## src/rtl/lcd_ctrl_pkg.sv

```systemverilog
// Shared types and constants for the HD44780-style character-LCD bus sequencer.
// The power-up init sequence is built only when LCD_INIT_EN is defined.
package lcd_ctrl_pkg;

    typedef enum logic [2:0] {
        IDLE,
        SETUP,
        EN_HI,
        HOLD,
        WAIT,
        INIT_PWR,
        INIT_LOAD
    } lcd_state_t;

    localparam int LCD_ON_BIT = 31;
    localparam int LCD_EN_BIT = 10;
    localparam int LCD_RS_BIT = 9;
    localparam int LCD_RW_BIT = 8;

    localparam logic [7:0] CMD_CLEAR     = 8'h01;
    localparam logic [7:0] CMD_HOME      = 8'h02;
    localparam logic [7:0] CMD_HOME_ALT  = 8'h03;
    localparam logic [7:0] CMD_FUNC_8B2L = 8'h38;
    localparam logic [7:0] CMD_DISP_ON   = 8'h0C;
    localparam logic [7:0] CMD_ENTRY_INC = 8'h06;

    // Clear and home take ~1.6 ms on the panel instead of ~40 us.
    function automatic logic is_slow_cmd(input logic rs, input logic [7:0] data);
        return !rs && ((data == CMD_CLEAR) || (data == CMD_HOME) || (data == CMD_HOME_ALT));
    endfunction

    function automatic int max_of(input int a, input int b);
        return (a > b) ? a : b;
    endfunction

endpackage

```

## src/rtl/lcd_controller_if.sv

```systemverilog
// Request handshake and packed LCD pin word between the IO decode and lcd_controller.
interface lcd_controller_if;
    logic        i_req_valid;
    logic        i_req_rs;
    logic [7:0]  i_req_data;
    logic        o_req_ready;
    logic        o_done;
    logic        o_busy;
    logic [31:0] o_io_lcd;

    modport master (
        output i_req_valid, i_req_rs, i_req_data,
        input  o_req_ready, o_done, o_busy, o_io_lcd
    );

    modport slave (
        input  i_req_valid, i_req_rs, i_req_data,
        output o_req_ready, o_done, o_busy, o_io_lcd
    );
endinterface

```

## src/rtl/lcd_init_rom.sv

```systemverilog
// Power-up command sequence for the panel: 8-bit bus, 2 lines, display on, cursor increment.
module lcd_init_rom
    import lcd_ctrl_pkg::*;
(
    input  logic [2:0] index,
    output logic [7:0] data,
    output logic       last
);
    always_comb begin
        data = CMD_FUNC_8B2L;
        last = 1'b0;
        case (index)
            3'd0, 3'd1, 3'd2: data = CMD_FUNC_8B2L;
            3'd3:             data = CMD_DISP_ON;
            3'd4:             data = CMD_CLEAR;
            default: begin
                data = CMD_ENTRY_INC;
                last = 1'b1;
            end
        endcase
    end
endmodule

```

## src/rtl/lcd_controller.sv

```systemverilog
// HD44780-style bus-cycle sequencer: setup, EN pulse, hold and execution wait per byte.
// Define LCD_INIT_EN to run the built-in power-up init sequence after reset.
module lcd_controller
    import lcd_ctrl_pkg::*;
#(
    parameter int T_SETUP_CYC = 2,
    parameter int T_EN_CYC    = 12,
    parameter int T_HOLD_CYC  = 2,
    parameter int T_EXEC_CYC  = 2000,
    parameter int T_CLEAR_CYC = 82000,
    parameter int T_PWRUP_CYC = 750000
) (
    input  logic            i_clk,
    input  logic            i_reset,
    lcd_controller_if.slave bus
);
    localparam int MAX_CYC = max_of(max_of(max_of(T_SETUP_CYC, T_EN_CYC), max_of(T_HOLD_CYC, T_EXEC_CYC)),
                                    max_of(T_CLEAR_CYC, T_PWRUP_CYC));
    localparam int CW = $clog2(MAX_CYC) + 1;

    function automatic logic [CW-1:0] load_val(input int cycles);
        return CW'(cycles - 1);
    endfunction

    lcd_state_t    state_reg, state_next;
    logic [CW-1:0] cnt_reg, cnt_next;
    logic [31:0]   io_reg, io_next;
    logic          wait_end;
    logic          ext_end;
    logic          ready;
    logic          accept;

`ifdef LCD_INIT_EN
    logic [2:0] idx_reg, idx_next;
    logic       init_reg, init_next;
    logic       last_reg, last_next;
    logic       rom_load;
    logic [7:0] rom_data;
    logic       rom_last;

    lcd_init_rom u_init_rom (
        .index (idx_reg),
        .data  (rom_data),
        .last  (rom_last)
    );
`endif

    // Ready is raised in the final WAIT cycle so a waiting request chains with no idle gap.
    assign wait_end = (state_reg == WAIT) && (cnt_reg == '0);
`ifdef LCD_INIT_EN
    assign ext_end = wait_end && !init_reg;
`else
    assign ext_end = wait_end;
`endif
    assign ready  = (state_reg == IDLE) || ext_end;
    assign accept = ready && bus.i_req_valid;

    always_comb begin
        state_next = state_reg;
        cnt_next   = (cnt_reg == '0) ? '0 : cnt_reg - CW'(1);
        io_next    = io_reg;
        io_next[LCD_ON_BIT] = 1'b1;
        io_next[LCD_EN_BIT] = 1'b0;
        io_next[LCD_RW_BIT] = 1'b0;
`ifdef LCD_INIT_EN
        idx_next  = idx_reg;
        init_next = init_reg;
        last_next = last_reg;
        rom_load  = 1'b0;
`endif
        case (state_reg)
            IDLE: begin
            end
            SETUP: begin
                if (cnt_reg == '0) begin
                    state_next          = EN_HI;
                    cnt_next            = load_val(T_EN_CYC);
                    io_next[LCD_EN_BIT] = 1'b1;
                end
            end
            EN_HI: begin
                if (cnt_reg == '0) begin
                    state_next = HOLD;
                    cnt_next   = load_val(T_HOLD_CYC);
                end else begin
                    io_next[LCD_EN_BIT] = 1'b1;
                end
            end
            HOLD: begin
                if (cnt_reg == '0) begin
                    state_next = WAIT;
                    cnt_next   = is_slow_cmd(io_reg[LCD_RS_BIT], io_reg[7:0]) ?
                                 load_val(T_CLEAR_CYC) : load_val(T_EXEC_CYC);
                end
            end
            WAIT: begin
                if (cnt_reg == '0) begin
                    state_next = IDLE;
`ifdef LCD_INIT_EN
                    if (init_reg) begin
                        if (last_reg) init_next = 1'b0;
                        else          rom_load  = 1'b1;
                    end
`endif
                end
            end
            INIT_PWR: begin
                if (cnt_reg == '0) state_next = INIT_LOAD;
            end
            INIT_LOAD: begin
`ifdef LCD_INIT_EN
                rom_load = 1'b1;
`else
                state_next = IDLE;
`endif
            end
            default: state_next = IDLE;
        endcase

        if (accept) begin
            io_next[LCD_RS_BIT] = bus.i_req_rs;
            io_next[7:0]        = bus.i_req_data;
            state_next          = SETUP;
            cnt_next            = load_val(T_SETUP_CYC);
        end
`ifdef LCD_INIT_EN
        if (rom_load) begin
            io_next[LCD_RS_BIT] = 1'b0;
            io_next[7:0]        = rom_data;
            idx_next            = idx_reg + 3'd1;
            last_next           = rom_last;
            state_next          = SETUP;
            cnt_next            = load_val(T_SETUP_CYC);
        end
`endif
    end

    always_ff @(posedge i_clk) begin
        if (!i_reset) begin
            io_reg <= '0;
`ifdef LCD_INIT_EN
            // Reset is the entry into INIT_PWR; INIT_LOAD supplies the last power-up cycle.
            state_reg <= INIT_PWR;
            cnt_reg   <= load_val(T_PWRUP_CYC);
            idx_reg   <= '0;
            init_reg  <= 1'b1;
            last_reg  <= 1'b0;
`else
            state_reg <= IDLE;
            cnt_reg   <= '0;
`endif
        end else begin
            io_reg    <= io_next;
            state_reg <= state_next;
            cnt_reg   <= cnt_next;
`ifdef LCD_INIT_EN
            idx_reg   <= idx_next;
            init_reg  <= init_next;
            last_reg  <= last_next;
`endif
        end
    end

    assign bus.o_io_lcd    = io_reg;
    assign bus.o_req_ready = ready;
    assign bus.o_busy      = ~ready;
    assign bus.o_done      = ext_end;

endmodule

```

## src/flat_wrapper.sv

```systemverilog
// flat-port wrapper written by rule: the top's interface ports become plain ports
module lcd_controller_flat import lcd_ctrl_pkg::*;
#(
    parameter int T_SETUP_CYC = 2,
    parameter int T_EN_CYC    = 12,
    parameter int T_HOLD_CYC  = 2,
    parameter int T_EXEC_CYC  = 2000,
    parameter int T_CLEAR_CYC = 82000,
    parameter int T_PWRUP_CYC = 750000
)
  (i_clk, i_reset, bus_i_req_valid, bus_i_req_rs, bus_i_req_data, bus_o_req_ready, bus_o_done, bus_o_busy, bus_o_io_lcd);
  lcd_controller_if bus_i ();
  input  logic i_clk;
  input  logic i_reset;
  input wire logic [$bits(bus_i.i_req_valid)-1:0] bus_i_req_valid;
  input wire logic [$bits(bus_i.i_req_rs)-1:0] bus_i_req_rs;
  input wire logic [$bits(bus_i.i_req_data)-1:0] bus_i_req_data;
  output wire logic [$bits(bus_i.o_req_ready)-1:0] bus_o_req_ready;
  output wire logic [$bits(bus_i.o_done)-1:0] bus_o_done;
  output wire logic [$bits(bus_i.o_busy)-1:0] bus_o_busy;
  output wire logic [$bits(bus_i.o_io_lcd)-1:0] bus_o_io_lcd;
  assign bus_i.i_req_valid = bus_i_req_valid;
  assign bus_i.i_req_rs = bus_i_req_rs;
  assign bus_i.i_req_data = bus_i_req_data;
  assign bus_o_req_ready = bus_i.o_req_ready;
  assign bus_o_done = bus_i.o_done;
  assign bus_o_busy = bus_i.o_busy;
  assign bus_o_io_lcd = bus_i.o_io_lcd;
  lcd_controller #(.T_SETUP_CYC(T_SETUP_CYC), .T_EN_CYC(T_EN_CYC), .T_HOLD_CYC(T_HOLD_CYC), .T_EXEC_CYC(T_EXEC_CYC), .T_CLEAR_CYC(T_CLEAR_CYC), .T_PWRUP_CYC(T_PWRUP_CYC)) u_core (.i_clk(i_clk), .i_reset(i_reset), .bus(bus_i));
endmodule
```

## config.mk

```make
export PLATFORM = sky130hd
export DESIGN_NAME = lcd_controller_flat
export DESIGN_NICKNAME = d
export VERILOG_FILES = /design/src/rtl/lcd_ctrl_pkg.sv /design/src/rtl/lcd_controller_if.sv /design/src/rtl/lcd_init_rom.sv /design/src/rtl/lcd_controller.sv /design/src/flat_wrapper.sv
export SDC_FILE = /design/constraint.sdc
export NUM_CORES = 1
export LEC_CHECK = 0
export BUFFER_PORTS_ARGS = -buffer_cell sky130_fd_sc_hd__buf_4
export CAP_MARGIN = 10
export CORE_MARGIN = 2
export CORE_UTILIZATION = 40
export CTS_BUF_LIST = sky130_fd_sc_hd__clkbuf_2
export DETAILED_ROUTE_END_ITERATION = 7
export SLEW_MARGIN = 20
export SYNTH_ARGS = -nofsm -noshare
export SYNTH_HDL_FRONTEND = slang
export SYNTH_SLANG_ARGS = --single-unit
```

## constraint.sdc

```tcl
create_clock -name i_clk -period 2.73 [get_ports i_clk]
set_input_delay 0.4095 -clock i_clk [delete_from_list [all_inputs] [get_ports i_clk]]
set_output_delay 0.4095 -clock i_clk [all_outputs]
set_load 0.02 [all_outputs]
```

==> run metrics, run 1 <==
post-synth top area cell dfxtp_1; Crit. End Element output port; Register Area 703 um2; number of DRC markers in iteration 0 132; fin. max-slew vios 0; GR peak layer met2; Crit Path Class flop to output port; routed via count ~1,600; CTS clock-pin slew for the worst setup and hold paths 0.17 ns; H-tree Lvls 2; drt first pass iters 5; Hold Path Class primary input to flop; Crit Path Max Fanout 6; DP Cell Count 299; die width 72.2 um; diodes inserted 0; Fin. Hold Viols 0; Slew @ Worst Pin 0.487 ns; syn_area_per_cell 8.27 um2; post-layout instance area 0.00211 mm2; CP Data Arrival Time 2.20 ns; IO Count 47; die area 0.00522 mm2; most frequent cells after synthesis 35 x dfxtp_1, 22 x buf_4, 21 x nand2_1, 16 x nor2_1; Yosys top cell area share 37.6%; area delta synth->final 13.4%; max-cap viol count 0; CTS tree done; Core Area approximately 0.0044 mm2; pin count of the biggest net entering global routing 23; Leak slightly below 0.9 nW; nets@finish 270; HP Start bus_i_req_data[1]; CP delay by family, top simple AND/OR/NAND/NOR gates; Post-DP HPWL 2890 um; register bit total from synthesis 35; Max Buffers Root-to-Sink 2; die span in y around 72 um; total wire length 3900 um; WL per Instance 12.6 um; count leader, synth dfxtp_1; RSZ-0062 raised after global routing no; remaining global-route overflow 0; min Tclk post-route 2.61 ns; final period utilization 95.7%; Max Freq 383 MHz; CTS Sinks 35; YS warnings 0; Final ANT Viol Nets 0; GR Util met1 20.5%; total negative slack 0 ns; max_slew headroom 67.1%; critical path startpoint category flop; Root Buffer clkbuf_2; vias per std cell approximately 5.1; count of input and output buffers 25; fraction of layout cells with a size suffix above 1 22.2%; vias in the first global route about 1,500; CP bufs+invs 2; CP Launch Point u_core.cnt_reg[15]; part of the Yosys area used for sequential elements 37.6%; Max Clock Skew 0.0118 ns; FP Rows 24; sequential share of power between 20 and 30%; post-route insts no fill about 310; post-synth cell types 43; combinational power share between 60% and 70%; power share of the clock group around 8.4%; Post-synth EDFFs 0; fillcell total 435; top cells by area, synth dfxtp_1 38%, buf_4 8.9%, nand2_1 4.2%; sw frac 46.7%; Cells after Synth 225; CTS Hold Bufs 0; total track usage 16.4%; Syn Std Cell Area 0.00186 mm2; Clock Latency Late Sink 0.38 ns; Critical Path RT 2.32 ns; GR Util met3 5.14%; VDD IR max about 0.00048 V; met2 Resource Use GR between 20% and 30%; Initial Util 42.2%; Internal 1.51 mW; reg2reg start u_core.cnt_reg[15]; Multi-input gate area 0.00103 mm2; first-pass GRT wire length 6630 um; Crit path largest cell delay approximately 0.55 ns; PwrDens 1350 mW/mm2; initial antenna violation count 0; Primary FF master, synth dfxtp_1; Final setup viols 0; CP max-delay cell or4_4; Total Power 2.84 mW; GP Congestion 0.830; DRC 0; worst slack, placed 0.413 ns; status finished, final reports clean; CP Cell Sequence or4_4 > nand2b_4 > or3_4 > a21boi_2 > inv_1 > buf_4; number of flip-flops in the largest register 21; final worst setup slack 0.119 ns; switching pwr 1.33 mW; async set-reset flop share out of synthesis 0%; placed cell area 0.00203 mm2; cts bufs inserted 5
worst reg2reg max path, stage by stage (launching register included):
cell,delay [ns]
dfxtp_2,0.37
or4_4,0.55
or4_1,0.51
o21ai_1,0.12
buf_4,0.24
a211o_1,0.19
a21oi_1,0.05
layout by cell type (no fill, tap or decap), types with 3 or more instances in the layout:
cell type	count
nor4_1	3
nand4_1	3
nand3_1	15
nand2_1	21
xor2_1	8
or3_1	5
o21ai_0	13
dfxtp_1	33
or4_1	4
clkbuf_2	7
a21oi_1	15
buf_4	33
xnor2_1	8
conb_1	21
nor3_1	10
nor2_1	16
inv_1	6
power groups by stage:
stage	Sequential [mW]	Clock, mW	Combinational [mW]
2_1_floorplan	0.856	0	1.30
5_1_grt	0.876	0.278	1.97
6_report	0.848	0.239	1.76
3_3_place_gp	0.850	0	1.67
3_5_place_dp	0.854	0	1.67
4_1_cts	0.840	0.254	1.69
path summary, 6_finish.rpt:
| kind | endpoint | slack, ns | depth (start not counted) |
|---|---|---|---|
| min reg2reg | u_core.bus.o_io_lcd[1] | 0.49 | 2 |
| min | u_core.bus.o_io_lcd[1] | 0.24 | 3 |
| max | bus_o_busy | 0.12 | 6 |
| max reg2reg | u_core.cnt_reg[14] | 0.60 | 6 |
layer usage:
metal | up-vias | share of wire (%) | wire length [um]
li1 | 803 | - | -
met1 | 721 | 44 | 1710
met2 | 45 | 48 | 1890
met3 | 9 | 5.7 | 223
met4 | 0 | 2.2 | 85
met5 | - | 0 | 0
area by class of cell:
| cell class | instances | share of cell area [%] |
|---|---|---|
| clock inverters | 1 | 0.237 |
| well taps | 52 | 3.08 |
| repair buffers | 33 | 11.7 |
| clock buffers | 7 | 1.66 |
| multi-input cells | 174 | 48.7 |
| inverters | 7 | 1.24 |
| flip-flops and latches | 35 | 33.3 |
kinds of logic after synthesis:
kind of cell,count (synthesis),synth area share [%]
buffers and inverters,36,12.6
muxes,2,1.08
DFF,35,37.6
other,1,0.201
adders and majority gates,2,1.34
AOI/OAI and AO/OA,39,12.8
xor gates and xnor gates,16,7.53
and+or+nand+nor,94,26.9
repair_timing:
item                                    in CTS  in global routing
endpoints found under the setup margin       2                  3
buffers inserted                             1                  1
gates resized for setup                      2                  5
per-stage QoR:
step           hold WS, ns  util [%]
4_1_cts              0.208      47.1
5_1_grt              0.208      47.8
3_5_place_dp         0.471      45.9
6_report             0.236      47.8
3_3_place_gp         0.464      45.9
2_1_floorplan        0.437         -
Power figures use the tool's default switching activity.
==> run 2, diff against run 1 <==
--- a/config.mk
+++ b/config.mk
@@ -5,7 +5,7 @@
 export SDC_FILE = /design/constraint.sdc
 export NUM_CORES = 1
 export LEC_CHECK = 0
-export BUFFER_PORTS_ARGS = -buffer_cell sky130_fd_sc_hd__buf_4
+export BUFFER_PORTS_ARGS = -buffer_cell sky130_fd_sc_hd__buf_2
 export CAP_MARGIN = 10
 export CORE_MARGIN = 2
 export CORE_UTILIZATION = 40
==> run 2 against run 1 <==
  * Combinational power is 4% lower
  * Global-route usage is 0.79 points lower
  * Worst hold slack better by 0.0012 ns
  * Highest routed layer unchanged
==> run metrics, run 2 (synthesis gave the netlist of run 1 again) <==
GP Congestion 0.794; Final setup viols 0; final worst setup slack 0.129 ns; pin count of the biggest net entering global routing 22; Leak 0.871 nW; fillcell total about 440; number of flip-flops in the largest register 21; worst slack, placed 0.422 ns; Crit Path Max Fanout 6; die width 72.2 um; min Tclk post-route around 2.6 ns; CTS clock-pin slew for the worst setup and hold paths 0.16 ns; CTS tree done; cts bufs inserted 5; Initial Util a little over two fifths; CP Data Arrival Time 2.19 ns; PwrDens 1350 mW/mm2; die span in y around 72 um; VDD IR max between 0.0004 and 0.0005 V; final period utilization ~95%; remaining global-route overflow 0; Post-DP HPWL between 2000 and 3000 um; WL per Instance about 12 um; Clock Latency Late Sink roughly 0.38 ns; Core Area 0.00441 mm2; fraction of layout cells with a size suffix above 1 around 20%; Max Clock Skew slightly above 0.02 ns; IO Count 47; Max Buffers Root-to-Sink 2; total track usage approximately 16%; count of input and output buffers 25; status finished, final reports clean; area delta synth->final 9.74%; first-pass GRT wire length 6380 um; placed cell area 0.00196 mm2; critical path startpoint category flop; vias in the first global route between 1,000 and 1,500; Crit. End Element output port; post-layout instance area 0.00204 mm2; Max Freq 384 MHz; diodes inserted 0; max-cap viol count 0; nets@finish around 270; Root Buffer clkbuf_2; Final ANT Viol Nets 0; fin util ~46%; FP Rows 24; number of DRC markers in iteration 0 75; initial antenna violation count 0; leading cell type in the layout, fill and taps excluded dfxtp_1; drt first pass iters 4; fin. max-slew vios 0; die area 0.00522 mm2; total negative slack 0 ns; commonest cells after routing, fill and taps aside 34 x dfxtp_1, 25 x buf_2, 21 x nand2_1, 21 x conb_1, 16 x nor2_1; Critical Path RT 2.32 ns; total wire length 3640 um; CTS Sinks 35; Fin. Hold Viols 0; H-tree Lvls 2; Hold Path Class primary input to flop; routed via count 1,556; Crit Path Class flop to output port; DRC 0; vias per std cell around 5.0; Total Power 2.77 mW
[run 2: critical path: stages, from the launching register on]
cell and delay (ns):
dfxtp_1 0.37, or4_4 0.56, nand2b_4 0.18, or3_4 0.38, a21boi_2 0.15, inv_1 0.04
buf_2 0.15
[run 2: timing repair]
action / in CTS / in global routing
pin swaps: 1 / 1
buffers inserted: 2 / 1
hold buffers: 0 / 0
gates resized for setup: 1 / 4
endpoints found under the setup margin: 3 / 3
[run 2: path summary, 6_finish.rpt]
path | from | to | slack, ns | cells after the start
max | u_core.cnt_reg[15] | bus_o_busy | 0.13 | 6
min | bus_i_req_data[6] | u_core.bus.o_io_lcd[6] | 0.24 | 3
max reg2reg | u_core.cnt_reg[15] | u_core.state_reg[0] | 0.62 | 6
min reg2reg | u_core.bus.o_io_lcd[4] | u_core.bus.o_io_lcd[4] | 0.48 | 2
[run 2: final cells by class]
cell class | count | area [um2] | share of cell area (%)
repair buffers | 34 | 193 | 9.43
inverters | 7 | 26.3 | 1.29
clock buffers | 6 | 30.0 | 1.47
multi-input cells | 174 | 1020 | 49.8
well taps | 52 | 65.1 | 3.18
flip-flops and latches | 35 | 704 | 34.5
clock inverters | 2 | 7.51 | 0.367
[run 2: per-stage QoR]
step | hold WS, ns | cells
after floorplan | 0.437 | 245
after global placement | 0.459 | 299
after detailed placement | 0.465 | 299
after global routing | 0.225 | 310
after CTS | 0.214 | 309
final | 0.237 | 310
[run 2: report_power, final]
| group | internal [mW] | switching [mW] |
|---|---|---|
| combinational | 0.739 | 0.955 |
| sequential | 0.681 | 0.163 |
| clock | 0.0616 | 0.167 |
| total | 1.48 | 1.28 |
[run 2: layer usage]
| layer | GRT usage [%] | vias to the layer above | share of wire [%] |
|---|---|---|---|
| met5 | 0 | - | 0 |
| li1 | - | 809 | - |
| met2 | 25.2 | 40 | 46 |
| met1 | 19.6 | 699 | 48 |
| met4 | 7.55 | 0 | 2.0 |
| met3 | 3.75 | 8 | 4.6 |
